[config.mk]
export PLATFORM = sky130hd
export DESIGN_NAME = branch_predict_unit
export DESIGN_NICKNAME = d
export VERILOG_FILES = /design/src/rtl/branch_predict_unit_pkg.sv /design/src/rtl/branch_predict_unit_sat_counter2.sv /design/src/rtl/branch_predict_unit.sv
export SDC_FILE = /design/constraint.sdc
export NUM_CORES = 2
export LEC_CHECK = 0
export CAP_MARGIN = 20
export CORE_UTILIZATION = 30
export DETAILED_ROUTE_END_ITERATION = 10
export GPL_ROUTABILITY_DRIVEN = 0
export GPL_TIMING_DRIVEN = 0
export MAX_ROUTING_LAYER = met4
export PLACE_DENSITY_LB_ADDON = 0.08
export REMOVE_ABC_BUFFERS = 1
export SETUP_SLACK_MARGIN = 0.05
export SLEW_MARGIN = 10
export SYNTH_ARGS = -nofsm -noshare
export SYNTH_HDL_FRONTEND = slang
export SYNTH_SLANG_ARGS = --single-unit
export TNS_END_PERCENT = 10
[constraint.sdc]
create_clock -name Clk -period 44.3 [get_ports Clk]
set_input_delay 6.645 -clock Clk [delete_from_list [all_inputs] [get_ports Clk]]
set_output_delay 6.645 -clock Clk [all_outputs]
set_load 0.005 [all_outputs]
[src/rtl/branch_predict_unit_pkg.sv]
// ============================================================================
// Module   : branch_predict_unit_pkg
// Brief    : BTB entry layout, counter encodings and tag helper.
// Revision : 1.0
// ============================================================================
`default_nettype none

package branch_predict_unit_pkg;

  localparam logic [1:0]  c_cnt_snt = 2'b00;
  localparam logic [1:0]  c_cnt_wnt = 2'b01;
  localparam logic [1:0]  c_cnt_wt  = 2'b10;
  localparam logic [1:0]  c_cnt_st  = 2'b11;
  localparam logic [31:0] c_pc_inc  = 32'd4;

  // Wide enough for any index width; unused upper bits stay zero.
  localparam int c_tag_w = 30;

  typedef struct packed {
    logic               valid;
    logic [c_tag_w-1:0] tag;
    logic [31:0]        target;
    logic [1:0]         cnt;
  } btb_entry_t;

  function automatic logic [c_tag_w-1:0] tag_of(input logic [31:0] addr, input int idx_bits);
    return c_tag_w'(addr >> (idx_bits + 2));
  endfunction

endpackage

`default_nettype wire

[src/rtl/branch_predict_unit_sat_counter2.sv]
// ============================================================================
// Module   : sat_counter2
// Brief    : 2-bit saturating up/down counter (next-value logic only).
// Revision : 1.0
// ============================================================================
`default_nettype none

module sat_counter2
  import branch_predict_unit_pkg::*;
(
  input  logic [1:0] i_cnt,
  input  logic       i_up,
  output logic [1:0] o_cnt
);

  always_comb begin
    o_cnt = i_cnt;
    if (i_up) begin
      if (i_cnt != c_cnt_st) o_cnt = i_cnt + 2'd1;
    end else begin
      if (i_cnt != c_cnt_snt) o_cnt = i_cnt - 2'd1;
    end
  end

endmodule

`default_nettype wire

[src/rtl/branch_predict_unit.sv]
// ============================================================================
// Module   : branch_predict_unit
// Brief    : Direct-mapped BTB predictor with mispredict redirect to fetch.
// Revision : 1.0
// ============================================================================
`default_nettype none

module branch_predict_unit
  import branch_predict_unit_pkg::*;
#(
  parameter int         IDX_BITS = 4,
  parameter logic [1:0] CNT_INIT = 2'b10
) (
  input  logic        Clk,
  input  logic        Rst,
  input  logic [31:0] InstrAddr,
  output logic [31:0] Predict,
  output logic        PCSource,
  input  logic        ResValid,
  input  logic [31:0] ResPC,
  input  logic        ResTaken,
  input  logic [31:0] ResTarget,
  input  logic        ResPredTaken,
  input  logic [31:0] ResPredTarget,
  output logic        FlushPipeandPC,
  output logic [31:0] JmpAddr,
  output logic [31:0] MispredCnt
);

  localparam int c_entries = 1 << IDX_BITS;

  btb_entry_t          w_btb [c_entries];
  btb_entry_t          w_lk_entry;
  btb_entry_t          w_res_entry;
  logic [IDX_BITS-1:0] w_lk_idx;
  logic [IDX_BITS-1:0] w_res_idx;
  logic                w_lk_hit;
  logic                w_res_hit;
  logic                w_accept;
  logic                w_mispred;
  logic                w_unused_addr_lsb;
  logic                r_flush;
  logic [31:0]         r_jmp;
  logic [31:0]         r_mcnt;

  assign w_unused_addr_lsb = ^InstrAddr[1:0];

  assign w_lk_idx   = InstrAddr[IDX_BITS+1:2];
  assign w_lk_entry = w_btb[w_lk_idx];
  assign w_lk_hit   = w_lk_entry.valid && (w_lk_entry.tag == tag_of(InstrAddr, IDX_BITS));

  assign PCSource = ~Rst & w_lk_hit & w_lk_entry.cnt[1];
  assign Predict  = (~Rst & w_lk_hit) ? w_lk_entry.target : 32'd0;

  // Resolutions arriving while a flush is out are from the wrong path.
  assign w_accept    = ResValid & ~r_flush;
  assign w_mispred   = (ResTaken != ResPredTaken) |
                       (ResTaken & ResPredTaken & (ResTarget != ResPredTarget));
  assign w_res_idx   = ResPC[IDX_BITS+1:2];
  assign w_res_entry = w_btb[w_res_idx];
  assign w_res_hit   = w_res_entry.valid && (w_res_entry.tag == tag_of(ResPC, IDX_BITS));

  for (genvar i = 0; i < c_entries; i++) begin : g_entry
    btb_entry_t r_entry;
    logic [1:0] w_cnt_next;
    logic       w_sel;

    assign w_sel = w_accept && (w_res_idx == IDX_BITS'(i));

    sat_counter2 u_cnt (
      .i_cnt (r_entry.cnt),
      .i_up  (ResTaken),
      .o_cnt (w_cnt_next)
    );

    always_ff @(posedge Clk or posedge Rst) begin
      if (Rst) begin
        r_entry.valid  <= 1'b0;
        r_entry.tag    <= '0;
        r_entry.target <= '0;
        r_entry.cnt    <= c_cnt_wnt;
      end else if (w_sel) begin
        if (w_res_hit) begin
          r_entry.cnt <= w_cnt_next;
          if (ResTaken) r_entry.target <= ResTarget;
        end else if (ResTaken) begin
          r_entry.valid  <= 1'b1;
          r_entry.tag    <= tag_of(ResPC, IDX_BITS);
          r_entry.target <= ResTarget;
          r_entry.cnt    <= CNT_INIT;
        end
      end
    end

    assign w_btb[i] = r_entry;
  end

  always_ff @(posedge Clk or posedge Rst) begin
    if (Rst) begin
      r_flush <= 1'b0;
      r_jmp   <= '0;
      r_mcnt  <= '0;
    end else begin
      r_flush <= w_accept & w_mispred;
      if (w_accept && w_mispred) begin
        r_jmp <= ResTaken ? ResTarget : (ResPC + c_pc_inc);
        if (r_mcnt != 32'hFFFF_FFFF) r_mcnt <= r_mcnt + 32'd1;
      end
    end
  end

  assign FlushPipeandPC = r_flush;
  assign JmpAddr        = r_jmp;
  assign MispredCnt     = r_mcnt;

endmodule

`default_nettype wire

Yosys cells after proc, flatten, opt, wreduce, memory -nomap -nowiden
Cells that the tools add are included.
W data, S select, Z words.

word-level totals
  output and inout port bits = 98
  register bits after elaboration = 1,041
  input port bits = 133

operators by class
  muxes and demuxes = 89
  equal/unequal tests = 52
  order comparisons = 2
  add/subtract/negate cells = 34
  bitwise operators = 12
  reductions and logical operators = 102

operators by type and width
  operator                 number
  $mux W34                 32
  $bmux W65 S4             2
  $mux W65                 4
  $mux W2                  48
  $mux W32                 3
  $reduce_bool A2 Y1       33
  $reduce_and A4 Y1        16
  $eq A30 B26 Y1           2
  $ne A3 B2 Y1 const B     16
  $reduce_and A3 Y1        16
  $reduce_and A2 Y1        17
  $add A2 B1 Y2 const B    16
  $add A32 B1 Y32 const B  1
  $add A32 B3 Y32 const B  1
  $eq A4 B4 Y1 const B     8
  $ne A2 B2 Y1 const B     16
  $ne A32 B32 Y1           1
  $ne A32 B32 Y1 const B   1
  $sub A2 B1 Y2 const B    16
  $logic_and A1 B1 Y1      19
  $eq A4 B3 Y1 const B     4
  $ge A5 B5 Y1 const B     2
  $not A4 Y5               2
  $eq A4 B2 Y1 const B     2
  other kinds (6)          13

Longest topological paths before layout
  depth in word-level cells = 8
  gate-level depth with buffers = 17

By module
Synthesis repeated with hierarchy kept, for this count alone.

second synthesis, totals
  cell total of the unflattened synthesis = 3,599
  area, all modules = 54,168.2 µm²

modules (own cells, without submodules)
  module               cells an instance  instances  area each (µm²)
  branch_predict_unit  3,551              1          53,747.8
  sat_counter2         3                  16         26.3

Worst setup path before layout
Ideal clock, no wire load.

  path kind = input -> output
  from = input Rst
  to = output Predict[10]
  path slack = 7,907 ps
  arrival time = 29,748 ps
  stages on the path = 7
  path buffers = 1
  data required time = 37,655 ps
  path through = inv_1 > nand2_1 > nor4_1 > nand4_1 > or4_1 > clkbuf_1 > nor2b_1

between the ends
  cells in the longest elaborated chain, start to end = 3

ends and longest elaborated chain
  item           line                       source
  from (decl)    branch_predict_unit.sv:15  input logic Rst,
  $not A1 Y1     branch_predict_unit.sv:53  assign Predict = (~Rst & w_lk_hit) ? w_lk_entry.target : 32'd0;
  $and A1 B1 Y1  branch_predict_unit.sv:53
  $mux W32       branch_predict_unit.sv:53
  to (decl)      branch_predict_unit.sv:17  output logic [31:0] Predict,

No other way between the ends.

Worst setup path in the final report
  from = input InstrAddr[4]
  to = output Predict[3]

between the ends
  cells in the longest elaborated chain, start to end = 8

ends and longest elaborated chain
  item                                           line                       source
  from (decl)                                    branch_predict_unit.sv:16  input logic [31:0] InstrAddr,
  $not A4 Y5 (not written as such) *             branch_predict_unit.sv:49  assign w_lk_entry = w_btb[w_lk_idx];
  $bmux W65 S4 *                                 branch_predict_unit.sv:49
  $mux W65 (not written as such) * (2 in a row)  branch_predict_unit.sv:49
  $eq A30 B26 Y1                                 branch_predict_unit.sv:50  assign w_lk_hit = w_lk_entry.valid && (w_lk_entry.tag == tag_of(InstrAddr, IDX_BITS));
  $logic_and A1 B1 Y1                            branch_predict_unit.sv:50
  $and A1 B1 Y1                                  branch_predict_unit.sv:53
  $mux W32 *                                     branch_predict_unit.sv:53

Every way passes the cells marked *; elsewhere a longest branch is shown, timed or not. The select of a mux whose other input is x is not followed.

==> results.yml <==
critical_path:
  crit_fanout: 71
  required_ns: 37.65
  critPathKind: "in -> out"
  reg2reg_from: "g_entry[7].r_entry[51]"
  path_common_cell: "buf_16"
  crit_chain: "buf_8 -> buf_16 -> buf_16 -> mux4_2 -> nor2b_1 -> a211oi_1 -> a21oi_1 -> xor2_1 -> nor4_1 -> nand4_1 -> or4_4 -> buf_16 -> nor2b_1 -> clkdlybuf4s50_1"
  cp-end-kind: "output pin"
  slowest_stage: "nor4_1"
  cpPeakStageDelay_ns: 0.63
  reg2reg_slack_ns: 38.88
  r2r_end: "g_entry[13].r_entry[58]"
  crit_arrival_ns: 11.89
  start_kind: "input port"
  reg2reg_depth: 9
clock_tree:
  htree_num_levels: 4
  clock_path_buffers: 3
  cts_tree: "built"
  path_clk_slew_ns: 0.05
  postCtsResizedCells: 0
  cts_sinks: 1041
  root_buffer: "clkbuf_16"
  clock_latency_ns: 0.78
  cts_buffers: 133
  holdBufCountCts: 0
  post_cts_buffers: 0
min_path:
  min_path_cells: 2
  min_to: "g_entry[0].r_entry[3]"
  holdCritPathClass: "reg -> reg"
  hold_start: "g_entry[0].r_entry[3]"
floorplan:
  initial_core_util: 0.3026
  core_area_mm2: 0.1742
  dieArea_mm2: 0.1774
  io_pins: 231
  row_count: 153
  die-height_um: 421.2
  die_w_um: 421.2
sta:
  period_needed_ns: 18.54
  setup_violations: 0
  setup_slack_ns: 25.76
  tns_ns: 0
  rsz0062_at_grt: "no"
  hold_viol_final: 0
  period_share: 0.4184
  slew_headroom: 0.2289
  worst_pin_slew_ns: 1.153
  skew_ns: 0.02883
  slew_violations: 0
  fmax_mhz: 53.95
route:
  drc: 0
  drt_iter0_markers: 2091
  wl_mm: 181.4
  wl_per_cell_um: 28.68
  vias: 32700
  vias_per_cell: 5.170
  ant_nets: 0
  first_pass_iters: 5
synth:
  synth.ff_latch_count: 1041
  synth_cells: 3824
  synth_warnings: 0
  ys_seq_area_frac: 0.4945
  syn_area_mm2: 0.05272
  synth-main-ff-cell: "dfrtp_1"
  avgSynthCellArea_um2: 13.79
  async_flop_share: 1.000
  ys_types: 56
  synth_edf_count: 0
global_routing:
  grt.overflow.total: 0
  grt_first_pass_wirelength_mm: 266.5
  grt_pass1_vias: 34700
  grt_max_degree: 107
  antenna_found_initial: 12
  grtUsageTotal: 0.2136
run:
  maxCapViolCount: 0
status:
  status: "complete, no violations"
placed_design:
  dp_slack_ns: 25.66
  port-buffer-count: 228
  post-dp-hpwl_mm: 110.6
power_and_ir_drop:
  p_leak_nw: 27.07
  powerDensity_mw_per_mm2: 45.49
  ir_worst_vdd_mv: 0.03463
layout:
  n_fill_cell: 16820
  layout-drive-gt1-share: 0.3266
  nNetsFinal: 4031
  syn_to_final_growth_pct: 18.98
-- cells in the final DEF (no fill, tap or decap), types with 13 or more instances in the layout --
master and n:
a22oi_1 13, mux2_1 285, xor2_1 56, clkbuf_1 24, nand4_1 34, clkbuf_16 140, nor2b_1 37, mux4_2 397
nor2_1 53, clkdlybuf4s50_1 216, dfstp_2 16, o311ai_0 14, nand2_1 514, clkinv_2 19, a21oi_1 40, mux2_2 545
mux2i_1 52, buf_12 16, clkbuf_8 37, nor2_4 16, a22o_1 17, nor3_1 16, nand2b_4 16, or3_1 19
buf_16 51, nand2b_1 17, nand3_1 31, xnor2_1 91, dfrtp_1 1025, o21ai_0 47
-- report_power, final --
part	total, mW	leakage [nW]	internal [mW]	switching, mW
Sequential	1.24	13.4	1.13	0.106
Clock	1.11	2.23	0.674	0.441
Combinational	0.504	11.4	0.296	0.208
Total	2.85	27.1	2.10	0.756
-- critical path: cells and delay by family --
| kind | cells | cell delay (ns) |
|---|---|---|
| xor gates and xnor gates | 1 | 0.17 |
| and+or+nand+nor | 5 | 1.93 |
| AOI/OAI and AO/OA | 2 | 0.43 |
| buffers and inverters | 5 | 2.04 |
| muxes | 1 | 0.37 |
-- layout make-up --
cell class / count / area, um2 / share of cell area
sequential: 1041 / 26070 / 0.4156
multi-input combinational: 2404 / 25120 / 0.4004
clock buffer: 201 / 4103 / 0.06540
timing repair buffer: 300 / 4064 / 0.06479
tap: 2325 / 2909 / 0.04638
clock inverter: 35 / 394.1 / 0.006283
inverter: 12 / 52.55 / 0.0008378
antenna: 7 / 17.52 / 0.0002793
-- sequential cells by signal, indices dropped and copies added, names as in the netlist --
register,count
g_entry.r_entry,976
JmpAddr,32
MispredCnt,32
FlushPipeandPC,1
-- metal layers --
metal	global-route usage	share of wire	wire, um	up-vias
li1	-	-	-	14100
met1	0.2863	0.46	82800	17770
met2	0.3402	0.49	88240	606
met3	0.02673	0.031	5540	235
met4	0.05982	0.027	4832	0
met5	-	0	0	-
-- kinds of logic (layout without fill, tap and decap cells) --
family                   count (synthesis)  in the layout  synth area share
AO/OA/AOI/OAI                          172            172           0.02131
AND/OR/NAND/NOR                        798            798           0.06645
flip-flops                            1041           1041            0.4945
adder cells (fa/ha/maj)                  6              6          0.001424
multiplexers                          1280           1280            0.3569
other                                    0              7                 0
XOR/XNOR                               148            148           0.02459
buffers and inverters                  379            548           0.03481
-- cell usage after synthesis, types with 31 or more instances --
cell / number / area share
nand2b_1: 33 / 0.0039
xnor2_1: 92 / 0.015
nand2_1: 518 / 0.037
xor2_1: 56 / 0.0093
dfrtp_1: 1025 / 0.49
a21oi_1: 40 / 0.0038
buf_1: 45 / 0.0032
mux4_2: 397 / 0.17
mux2_1: 285 / 0.061
clkbuf_1: 239 / 0.017
nor2b_1: 40 / 0.0047
nor2_1: 69 / 0.0049
nand4_1: 34 / 0.0040
mux2i_1: 53 / 0.010
o21ai_0: 47 / 0.0045
nand3_1: 31 / 0.0029
mux2_2: 545 / 0.12
buf_6: 41 / 0.0088
-- worst max-delay path by stage --
stage	from	end	slack [ns]	depth (start not counted)
after floorplan	Rst	PCSource	7.75	6
after CTS	InstrAddr[4]	Predict[3]	25.66	14
final	InstrAddr[4]	Predict[3]	25.76	14
after detailed placement	InstrAddr[4]	Predict[3]	25.66	14
after global routing	InstrAddr[4]	Predict[3]	25.60	14
after global placement	Rst	MispredCnt[4]	-8.43	2
-- through the flow --
step	instance area (um2)	total power [mW]	hold slack, ns	util	std cells
after floorplan	50930	1.562	0.4409	-	3457
after global placement	56120	1.796	0.4557	0.3222	6010
after detailed placement	58210	1.765	0.4577	0.3341	6081
after CTS	62700	2.902	0.4763	0.3599	6317
after global routing	62730	2.998	0.4892	0.3601	6324
final	62730	2.854	0.4713	0.3601	6325
Power figures use the tool's default switching activity.
